==> config.mk <==
export PLATFORM = sky130hd
export DESIGN_NAME = onehot_encoder_pipe
export DESIGN_NICKNAME = d
export VERILOG_FILES = /design/src/rtl/onehot_encoder_pipe.sv
export SDC_FILE = /design/constraint.sdc
export NUM_CORES = 1
export LEC_CHECK = 0
export BUFFER_PORTS_ARGS = -buffer_cell sky130_fd_sc_hd__buf_2
export CORE_MARGIN = 2
export CORE_UTILIZATION = 42
export CTS_CLUSTER_DIAMETER = 120
export DETAILED_ROUTE_END_ITERATION = 8
export GPL_TIMING_DRIVEN = 0
export HOLD_SLACK_MARGIN = 0.12
export PLACE_DENSITY_LB_ADDON = 0.08
export SYNTH_ARGS = -nofsm -noshare
export SYNTH_HDL_FRONTEND = slang
export SYNTH_SLANG_ARGS = --single-unit
export TNS_END_PERCENT = 50
==> constraint.sdc <==
create_clock -name clk -period 1.5 [get_ports clk]
set_input_delay 0.225 -clock clk [delete_from_list [all_inputs] [get_ports clk]]
set_output_delay 0.225 -clock clk [all_outputs]
set_load 0.01 [all_outputs]
==> src/rtl/onehot_encoder_pipe.sv <==
// Registered one-hot to binary encoder with valid/ready handshake on both sides.
// It flags words that are not one-hot and keeps a saturating count of them.
module onehot_encoder_pipe #(
  parameter int unsigned N     = 4,
  parameter int unsigned CNT_W = 8
) (
  input  logic                       clk,
  input  logic                       rst_n,
  input  logic                       in_valid,
  output logic                       in_ready,
  input  logic [N-1:0]               in_onehot,
  output logic                       out_valid,
  input  logic                       out_ready,
  output logic [$clog2(N)-1:0]       out_code,
  output logic                       out_err,
  output logic [CNT_W-1:0]           err_count
);

  localparam int unsigned W = $clog2(N);

  typedef enum logic {
    EMPTY = 1'b0,
    FULL  = 1'b1
  } state_t;

  state_t           r_state;
  logic [W-1:0]     r_code;
  logic             r_err;
  logic [CNT_W-1:0] r_err_count;

  logic             w_accept;
  logic [W-1:0]     w_code;
  logic             w_seen;
  logic             w_multi;
  logic             w_err;

  // Priority encode: the highest set bit wins; track zero and multi-hot words
  always_comb begin
    w_code  = '0;
    w_seen  = 1'b0;
    w_multi = 1'b0;
    for (int unsigned i = 0; i < N; i++) begin
      if (in_onehot[i]) begin
        if (w_seen) w_multi = 1'b1;
        w_seen = 1'b1;
        w_code = W'(i);
      end
    end
    w_err = !w_seen || w_multi;
  end

  assign out_valid = (r_state == FULL);
  assign in_ready  = !out_valid || out_ready;
  assign w_accept  = in_valid && in_ready;

  always_ff @(posedge clk) begin
    if (!rst_n) begin
      r_state     <= EMPTY;
      r_code      <= '0;
      r_err       <= 1'b0;
      r_err_count <= '0;
    end else begin
      case (r_state)
        EMPTY:   if (w_accept) r_state <= FULL;
        FULL:    if (out_ready && !w_accept) r_state <= EMPTY;
        default: r_state <= EMPTY;
      endcase
      if (w_accept) begin
        r_code <= w_code;
        r_err  <= w_err;
      end
      // Counted at accept time; sticks at all-ones
      if (w_accept && w_err && (r_err_count != {CNT_W{1'b1}})) begin
        r_err_count <= r_err_count + CNT_W'(1);
      end
    end
  end

  assign out_code  = r_code;
  assign out_err   = r_err;
  assign err_count = r_err_count;

endmodule

==> impl_metrics.csv, run 1 <==
group,metric,value,unit
clocking,cts_buffer_depth,2,
worst_setup_path,critPathCaptureType,"flop",
timing,worst_pin_slew,0.328,ns
power,power_density,827,mW/mm2
grt,grt_pass1_wl,2520,um
timing,maxSlewHeadroom,78.1,%
timing,hold_viol_final,0,
worst_setup_path,crit_fanout,5,
power,power,724,uW
route,dr.max_layer_used,"met3",
route,drt-pass1-iter-count,3,
logic_synthesis,synthDistinctLibCells,27,
floorplanning,dieHeight,42.2,um
finish,area_delta_synth_final,42.6,%
power,peakVddDrop,0.492,mV
timing,rsz0062_at_grt,"yes",
logic_synthesis,syn_area_per_cell,8.53,um2
route,dr_wl_met2,735,um
power,power.leakage,0.000355,uW
logic_synthesis,ys_seq_area_share,39.1,%
grt,antenna_found_initial,0,
place,dpl_worst_slack,-0.161,ns
timing,fin_ws,0.00269,ns
finish,final_util,65.7,%
floorplanning,boundaryPins,21,
outcome,status,"complete, no violations",
timing,fin_crit,1.50,ns
logic_synthesis,synth_cells,72,
route,wl_per_cell,12.3,um
route,route.met3.wl,84,um
worst_setup_path,cp_slowest_cell,"dfxtp_1",
clocking,cts_buffers,3,
clocking,cts_tree,"done",
floorplanning,start_util,46.1,%
clocking,cts_max_level,1,
place,dp_cells,107,
logic_synthesis,syn_nets,81,
route,vias,636,
timing,max_freq,668,MHz
timing,drv_slew,0,
route,drtIter0Drc,4,
worst_setup_path,cpMostUsedCell,"buf_4",
logic_synthesis,async_flop_share,0,%
floorplanning,row_count,13,
place,hpwl,954,um
grt,grt.total_usage,18.2,%
clocking,root_buffer,"clkbuf_4",
floorplanning,core-area,0.00133,mm2
floorplanning,dieArea,0.00178,mm2
finish,antenna_cells,0,
place,gp_congestion,0.793,
clocking,cts_hold_buf,0,
clocking,path_clk_slew,0.08,ns
worst_setup_path,cp_slowest_stage_delay,0.38,ns
timing,whs,0.195,ns
worst_setup_path,worstSetupPathType,"flop to flop",
clocking,insertion_delay,0.28,ns
flow_run,maxCapViolCount,0,
route,drtAntennaViolNets,0,
min_path,hold_class,"input port to flop",
route,drt_wl_total,1430,um
finish,drive_above_1_share,43.6,%
place,place.port_buffers,20,
worst_setup_path,critPathLaunchType,"flop",
logic_synthesis,synth_seq_cells,12,
clocking,cts_sinks,12,
grt,grt_pass1_vias,646,
logic_synthesis,synthesis.area,614,um2
logic_synthesis,synth_flop_cell,"dfxtp_1",
timing,setup_viol,0,
floorplanning,die_x,42.2,um
timing,skew,0.00649,ns
finish,stdcell_count,116,
worst_setup_path,critical_path_arrival,1.66,ns
logic_synthesis,synth_edf_count,0,
grt,grt_max_degree,11,
worst_setup_path,cp.required,1.66,ns
route,drc,0,
logic_synthesis,yosysWarnings,0,
route,routed_via_density,5.48,
finish,nets,111,
grt,grt.overflow.total,0,
worst_setup_path,path_cells,"nand4_1 -> o211ai_1 -> buf_4 -> buf_4 -> nor4_4 -> mux2i_1",
timing,fin_crit_sh,99.8,%
route,wl_met1,608,um
==> area by class of cell <==
type | instances | area, um2
fill | 130 | 458
multi-input combinational | 52 | 394
sequential | 12 | 248
timing repair buffer | 25 | 138
clock buffer | 4 | 36.3
inverter | 6 | 22.5
buffer | 2 | 18.8
tap | 15 | 18.8
==> metal layers <==
metal  global-route usage (%)  up-vias
met1                     18.3      298
met4                     3.75        0
met5                        0        -
met2                     34.2       15
met3                     7.76        0
li1                         -      323
==> critical path: cells and delay by family (launching register included) <==
family          cells  cell delay (ns)
simple gates        2             0.20
flops               1             0.38
compound gates      1             0.35
buf+inv             2             0.34
mux                 1             0.11
==> cells by family after synthesis <==
kind of cell	Yosys count	share of synthesized area, %
AOI/OAI and AO/OA	16	16.1
xor gates and xnor gates	1	1.43
adders and majority gates	1	2.04
buffers and inverters	8	6.31
DFF	12	39.1
muxes	4	6.72
and+or+nand+nor	30	28.3
==> cells in the mapped netlist, drive strengths merged, types with 2 or more instances <==
cell type  count  area [um2]
or3            2        13.8
nand2          5        18.8
buf            2        16.3
a211oi         2        15.0
o21ai          2        10.0
inv            5        18.8
a21oi          7        35.0
nand3          4        20.0
dfxtp         12         240
or4            3        22.5
nor2           5        18.8
nand2b         4        25.0
o31ai          3        22.5
nor4           3        25.0
nor4b          2        17.5
mux2i          3        30.0
==> power by group <==
group | switching, uW | leakage, uW | internal (uW)
registers | 8.87 | 0.000100 | 331
clock network | 111 | 0.0000210 | 148
logic | 68.5 | 0.000233 | 57.1
==> cells in the final DEF, fill, tap and decap left out, types with 2 or more instances in the layout <==
master / netlist / final
buf_2: 1 / 20
dfxtp_1: 12 / 8
buf_4: 0 / 6
nand2_1: 5 / 5
nor2_1: 5 / 5
a21oi_1: 7 / 5
inv_1: 5 / 5
nand2b_1: 4 / 4
nand3_1: 4 / 3
mux2i_1: 3 / 3
o31ai_1: 3 / 3
or4_1: 3 / 3
clkbuf_4: 0 / 3
dfxtp_2: 0 / 3
nor4b_1: 2 / 2
nor4_4: 0 / 2
a211oi_1: 2 / 2
a21oi_2: 0 / 2
==> per-stage QoR <==
stage / setup TNS [ns] / cell area, um2
floorplan: 0 / 621
global placement: -0.524 / 739
detailed placement: -0.627 / 739
CTS: 0 / 842
global route: -0.292 / 876
finish: 0 / 876
==> flip-flops by register name, indices dropped and copies added, names as in the netlist <==
signal,count
out_err,1
err_count,8
out_code,2
out_valid,1
==> final timing paths <==
path                             startpoint                         to  slack (ns)  cells after the start
setup reg to reg  err_count[5]$_SDFFE_PN0P_  err_count[6]$_SDFFE_PN0P_       0.003                      6
hold / removal                     in_valid       out_valid$_SDFF_PN0_        0.20                      3
setup / recovery  err_count[5]$_SDFFE_PN0P_  err_count[6]$_SDFFE_PN0P_       0.003                      6
hold reg to reg   err_count[6]$_SDFFE_PN0P_  err_count[6]$_SDFFE_PN0P_        0.49                      2
==> what timing repair did <==
item                       CTS  global route
gates resized for setup      8             8
pin swaps                    3             6
setup buffers                3             1
cloned                       1             0
setup endpoints to repair    3             8
Note: power is estimated with default switching activity, not from simulation.
==> run 2: changes to the inputs <==
CELL_PAD_IN_SITES_DETAIL_PLACEMENT = 0   (was default)
CELL_PAD_IN_SITES_GLOBAL_PLACEMENT = 1   (was default)
CORE_UTILIZATION = 30   (was 42)
==> run 2 against run 1 <==
The flow now finishes with violations (setup timing). Sequential cell count did not move. First-iteration DRC count rose by 25%. Sequential share of layout area is 0.35 points lower. Non-clock buffer count is 2 higher. Critical path depth is the same. Global-route usage down 3.7 points. Largest cell class unchanged. Highest routed layer is now met4.
==> impl_metrics.csv, run 2 (same netlist as run 1, synthesis figures left out) <==
group,metric,value,unit
outcome,status,"finished, violations left",
outcome,violations,"setup timing",
floorplanning,start_util,31.6,%
clocking,cts_max_level,1,
clocking,root_buffer,"clkbuf_4",
floorplanning,row_count,16,
timing,skew,0.00110,ns
power,power.leakage,0.000366,uW
finish,mostFrequentLayoutCells,"buf_2 (21), buf_4 (7), a21oi_1 (7)",
timing,max_freq,658,MHz
flow_run,maxCapViolCount,0,
clocking,insertion_delay,0.27,ns
floorplanning,die_x,49.3,um
place,place.port_buffers,20,
clocking,cts_tree,"done",
grt,antenna_found_initial,0,
clocking,cts_hold_buf,0,
worst_setup_path,crit-reg2reg-launch,"err_count[0]$_SDFFE_PN0P_",
timing,rsz0062_at_grt,"yes",
route,drtIter0Drc,5,
clocking,cts_sinks,12,
clocking,cts_buffer_depth,2,
route,drt-pass1-iter-count,4,
grt,grt_pass1_wl,2710,um
grt,grt.total_usage,14.5,%
route,drtAntennaViolNets,0,
timing,whs,0.208,ns
clocking,cts_buffers,3,
place,dp_cells,119,
worst_setup_path,reg2reg_depth,6,
place,dpl_worst_slack,-0.161,ns
finish,largest_reg_flops,8,
min_path,hold_start,"in_valid",
route,drt_wl_total,1600,um
floorplanning,core-area,0.00194,mm2
floorplanning,boundaryPins,21,
timing,fin_crit_sh,101,%
timing,worst_pin_slew,0.341,ns
worst_setup_path,cp_slowest_stage_delay,0.40,ns
timing,hold_viol_final,0,
route,vias,636,
finish,antenna_cells,0,
place,gp_congestion,0.718,
power,power_density,806,mW/mm2
finish,seq_area,253,um2
finish,fill_cells,210,
finish,stdcell_count,130,
route,wl_per_cell,12.3,um
worst_setup_path,path_cells,"ha_4 -> nand3_2 -> o211ai_1 -> buf_4 -> or4_1 -> a21oi_1",
min_path,min_to,"out_valid$_SDFF_PN0_",
worst_setup_path,critical_path_arrival,1.72,ns
grt,grt_max_degree,11,
worst_setup_path,critPathLaunchType,"flop",
finish,drive_above_1_share,45.6,%
finish,nets,113,
worst_setup_path,critPathCaptureType,"flop",
worst_setup_path,reg2reg_slack,-0.02,ns
grt,grt_pass1_vias,624,
timing,fin_ws,-0.0203,ns
timing,fin_crit,1.52,ns
place,hpwl,1060,um
power,peakVddDrop,0.393,mV
worst_setup_path,reg2reg_to,"err_count[4]$_SDFFE_PN0P_",
clocking,path_clk_slew,0.08,ns
finish,area_delta_synth_final,47.3,%
min_path,hold_class,"input port to flop",
finish,multi_input_area,390,um2
worst_setup_path,cp_slowest_cell,"or4_1",
timing,drv_slew,0,
route,routed_via_density,4.89,
worst_setup_path,cp.required,1.70,ns
finish,layout_commonest_cell,"buf_2",
worst_setup_path,worstSetupPathType,"flop to flop",
timing,maxSlewHeadroom,77.2,%
route,drc,0,
floorplanning,dieHeight,49.3,um
min_path,holdPathStages,3,
worst_setup_path,crit_fanout,4,
grt,grt.overflow.total,0,
timing,setup_viol,2,
timing,setup_tns,-0.0373,ns
floorplanning,dieArea,0.00243,mm2
## run 2: layout make-up
type                            count  area share, %
Multi-Input combinational cell     52           43.2
Inverter                            6           2.49
Buffer                              2           2.07
Timing Repair Buffer               27           16.6
Clock buffer                        4           4.01
Sequential cell                    12           27.9
Tap cell                           27           3.73
## run 2: power breakdown
| group | switching, uW | internal (uW) |
|---|---|---|
| logic | 69.0 | 58.7 |
| registers | 7.95 | 331 |
| clock network | 115 | 147 |
## run 2: how the worst max path moves through the flow
stage                                         start                        end  slack [ns]
final                     err_count[0]$_SDFFE_PN0P_  err_count[4]$_SDFFE_PN0P_       -0.02
after global routing      err_count[5]$_SDFFE_PN0P_  err_count[6]$_SDFFE_PN0P_       -0.11
after CTS                 err_count[0]$_SDFFE_PN0P_  err_count[2]$_SDFFE_PN0P_       -0.02
after detailed placement               in_onehot[3]  err_count[5]$_SDFFE_PN0P_       -0.16
after global placement                 in_onehot[3]  err_count[7]$_SDFFE_PN0P_       -0.14
after floorplan           err_count[0]$_SDFFE_PN0P_  err_count[0]$_SDFFE_PN0P_       0.003
## run 2: routing by layer
metal | global-route usage, % | share of wire, % | vias up
met1 | 15.9 | 43 | 302
met4 | 7.14 | 0.75 | 0
li1 | - | - | 323
met3 | 2.76 | 3.1 | 2
met5 | 0 | 0 | -
met2 | 26.1 | 54 | 9
## run 2: what timing repair did
action,4_1_cts,5_1_grt
cloned,1,0
setup buffers,5,1
pin swaps,6,2
setup endpoints to repair,8,8
resized for setup,12,4
## run 2: critical path, delay by kind of cell, from the launching register on
kind / cells / cell delay [ns]
DFF: 1 / 0.36
adders and majority gates: 1 / 0.16
AOI/OAI and AO/OA: 2 / 0.28
buffers and inverters: 1 / 0.18
and+or+nand+nor: 2 / 0.46
## run 2: metrics by stage
stage / total power (uW) / cell area (um2) / util [%]
after floorplan: 410 / 621 / -
after CTS: 738 / 882 / 45.4
final: 729 / 905 / 46.6
after detailed placement: 453 / 754 / 38.9
after global routing: 767 / 905 / 46.6
after global placement: 451 / 754 / 38.9
==> run 3: changes to the inputs <==
ABC_CLOCK_PERIOD_IN_PS = 1500   (was default)
BUFFER_PORTS_ARGS = -buffer_cell sky130_fd_sc_hd__clkbuf_2   (was -buffer_cell sky130_fd_sc_hd__buf_2)
==> run 3 against run 2 <==
The run still ends with setup timing left. Via count up 3.3%. Die area unchanged. Critical path type unchanged. Register-to-register slack better by 0.02 ns. Maximum frequency up 1.1%. Utilization up 0.39 points. Worst setup slack better by 0.017 ns. Largest power group unchanged. Sequential share of layout area up 0.18 points. Sequential cell count unchanged.
==> impl_metrics.csv, run 3 (same netlist as run 1, synthesis figures left out) <==
group,metric,value,unit
timing,fin_crit,1.50,ns
timing,max_freq,665,MHz
min_path,hold_start,"in_valid",
place,hpwl,1070,um
clocking,cts_tree,"done",
worst_setup_path,reg2reg_slack,-0.004,ns
worst_setup_path,critPathLaunchType,"flop",
route,routed_via_density,5.09,
grt,grt.overflow.total,0,
worst_setup_path,worstSetupPathType,"flop to flop",
floorplanning,boundaryPins,21,
power,peakVddDrop,0.388,mV
place,dp_cells,119,
finish,layout_commonest_cell,"clkbuf_2",
timing,worst_pin_slew,0.313,ns
outcome,violations,"setup timing",
min_path,min_to,"out_valid$_SDFF_PN0_",
worst_setup_path,cp.required,1.69,ns
clocking,cts_hold_buf,0,
worst_setup_path,crit_fanout,4,
route,wl_per_cell,12.3,um
outcome,status,"finished, violations left",
floorplanning,core-area,0.00194,mm2
timing,fin_crit_sh,100,%
route,drtAntennaViolNets,0,
worst_setup_path,crit-reg2reg-launch,"err_count[0]$_SDFFE_PN0P_",
place,gp_congestion,0.700,
timing,setup_tns,-0.00356,ns
grt,grt.total_usage,14.4,%
route,drt_wl_total,1580,um
clocking,cts_max_level,1,
timing,maxSlewHeadroom,79.0,%
clocking,cts_sinks,12,
min_path,holdPathStages,3,
clocking,insertion_delay,0.27,ns
clocking,cts_buffers,3,
finish,nets,112,
route,vias,657,
power,power_density,795,mW/mm2
finish,area_delta_synth_final,48.5,%
floorplanning,die_x,49.3,um
timing,rsz0062_at_grt,"yes",
finish,drive_above_1_share,50.0,%
finish,stdcell_count,129,
route,drtIter0Drc,5,
power,power.leakage,0.000355,uW
worst_setup_path,critPathCaptureType,"flop",
clocking,cts_buffer_depth,2,
timing,setup_viol,1,
grt,grt_pass1_wl,2740,um
timing,skew,0.00263,ns
timing,drv_slew,0,
floorplanning,dieArea,0.00243,mm2
timing,hold_viol_final,0,
worst_setup_path,cp-startpoint,"err_count[0]$_SDFFE_PN0P_",
flow_run,maxCapViolCount,0,
route,drc,0,
finish,largest_reg_flops,8,
grt,grt_max_degree,11,
timing,whs,0.203,ns
finish,antenna_cells,0,
place,place.port_buffers,20,
clocking,path_clk_slew,0.08,ns
floorplanning,start_util,31.6,%
clocking,root_buffer,"clkbuf_4",
timing,fin_ws,-0.00356,ns
place,dpl_worst_slack,-0.154,ns
floorplanning,dieHeight,49.3,um
finish,mostFrequentLayoutCells,"clkbuf_2 (20), buf_4 (6)",
worst_setup_path,reg2reg_depth,6,
finish,fill_cells,219,
grt,antenna_found_initial,0,
route,drt-pass1-iter-count,4,
floorplanning,row_count,16,
worst_setup_path,reg2reg_to,"err_count[3]$_SDFFE_PN0P_",
worst_setup_path,critical_path_arrival,1.70,ns
min_path,hold_class,"input port to flop",
grt,grt_pass1_vias,635,
[run 3: cell types whose count changed in the layout (fill, tap and decap cells not counted), moves of 2 or more]
cell      previous run  this run
a21oi_1              7         5
a21oi_2              0         2
buf_2               21         0
clkbuf_2             0        20
o31ai_1              3         1
o31ai_2              0         2
[run 3: worst max-delay path: stages (launching register included)]
cell and delay (ns):
dfxtp_4 0.36, ha_4 0.16, nand3_2 0.06, o211ai_1 0.10, buf_4 0.17, or4_4 0.42
a21oi_2 0.15
[run 3: through the flow]
stage | cell area (um2) | util [%] | power, uW
2_1_floorplan | 621 | - | 410
3_3_place_gp | 754 | 38.9 | 452
3_5_place_dp | 754 | 38.9 | 454
4_1_cts | 846 | 43.6 | 734
5_1_grt | 912 | 47.0 | 764
6_report | 912 | 47.0 | 725
[run 3: how the worst max path moves through the flow]
stage / to / slack (ns) / cells after the start
2_1_floorplan: err_count[0]$_SDFFE_PN0P_ / 0.003 / 6
3_3_place_gp: err_count[7]$_SDFFE_PN0P_ / -0.14 / 6
3_5_place_dp: err_count[7]$_SDFFE_PN0P_ / -0.15 / 6
4_1_cts: err_count[0]$_SDFFE_PN0P_ / 0.001 / 6
5_1_grt: err_count[3]$_SDFFE_PN0P_ / -0.09 / 6
6_report: err_count[3]$_SDFFE_PN0P_ / -0.004 / 6
[run 3: what timing repair did]
| action | in CTS | in global routing |
|---|---|---|
| pin swaps | 7 | 4 |
| setup buffers | 4 | 1 |
| gates cloned | 1 | 0 |
| gates resized for setup | 6 | 17 |
| endpoints found under the setup margin | 8 | 7 |
[run 3: area by class of cell]
type                    count  area, um2  area share (%)
inverters                   6       22.5            2.47
clock buffers               4       36.3            3.98
flip-flops and latches     12        256            28.1
well taps                  27       33.8            3.70
repair buffers             26        145            15.9
multi-input cells          52        399            43.8
plain buffers               2       18.8            2.06
[run 3: per-layer routing]
metal / routed length, um / part of all wire (%) / up-vias / GRT usage, %
met5: 0 / 0 / - / 0
met4: 12 / 0.76 / 0 / 5.71
met3: 63 / 4.0 / 4 / 2.76
met2: 835 / 53 / 13 / 26.6
met1: 671 / 42 / 316 / 16.0
li1: - / - / 324 / -
[run 3: power by group]
group	leakage (uW)	internal, uW	switching, uW
Combinational	0.000232	58.4	71.5
Clock	0.0000210	147	110
Sequential	0.000102	329	8.24
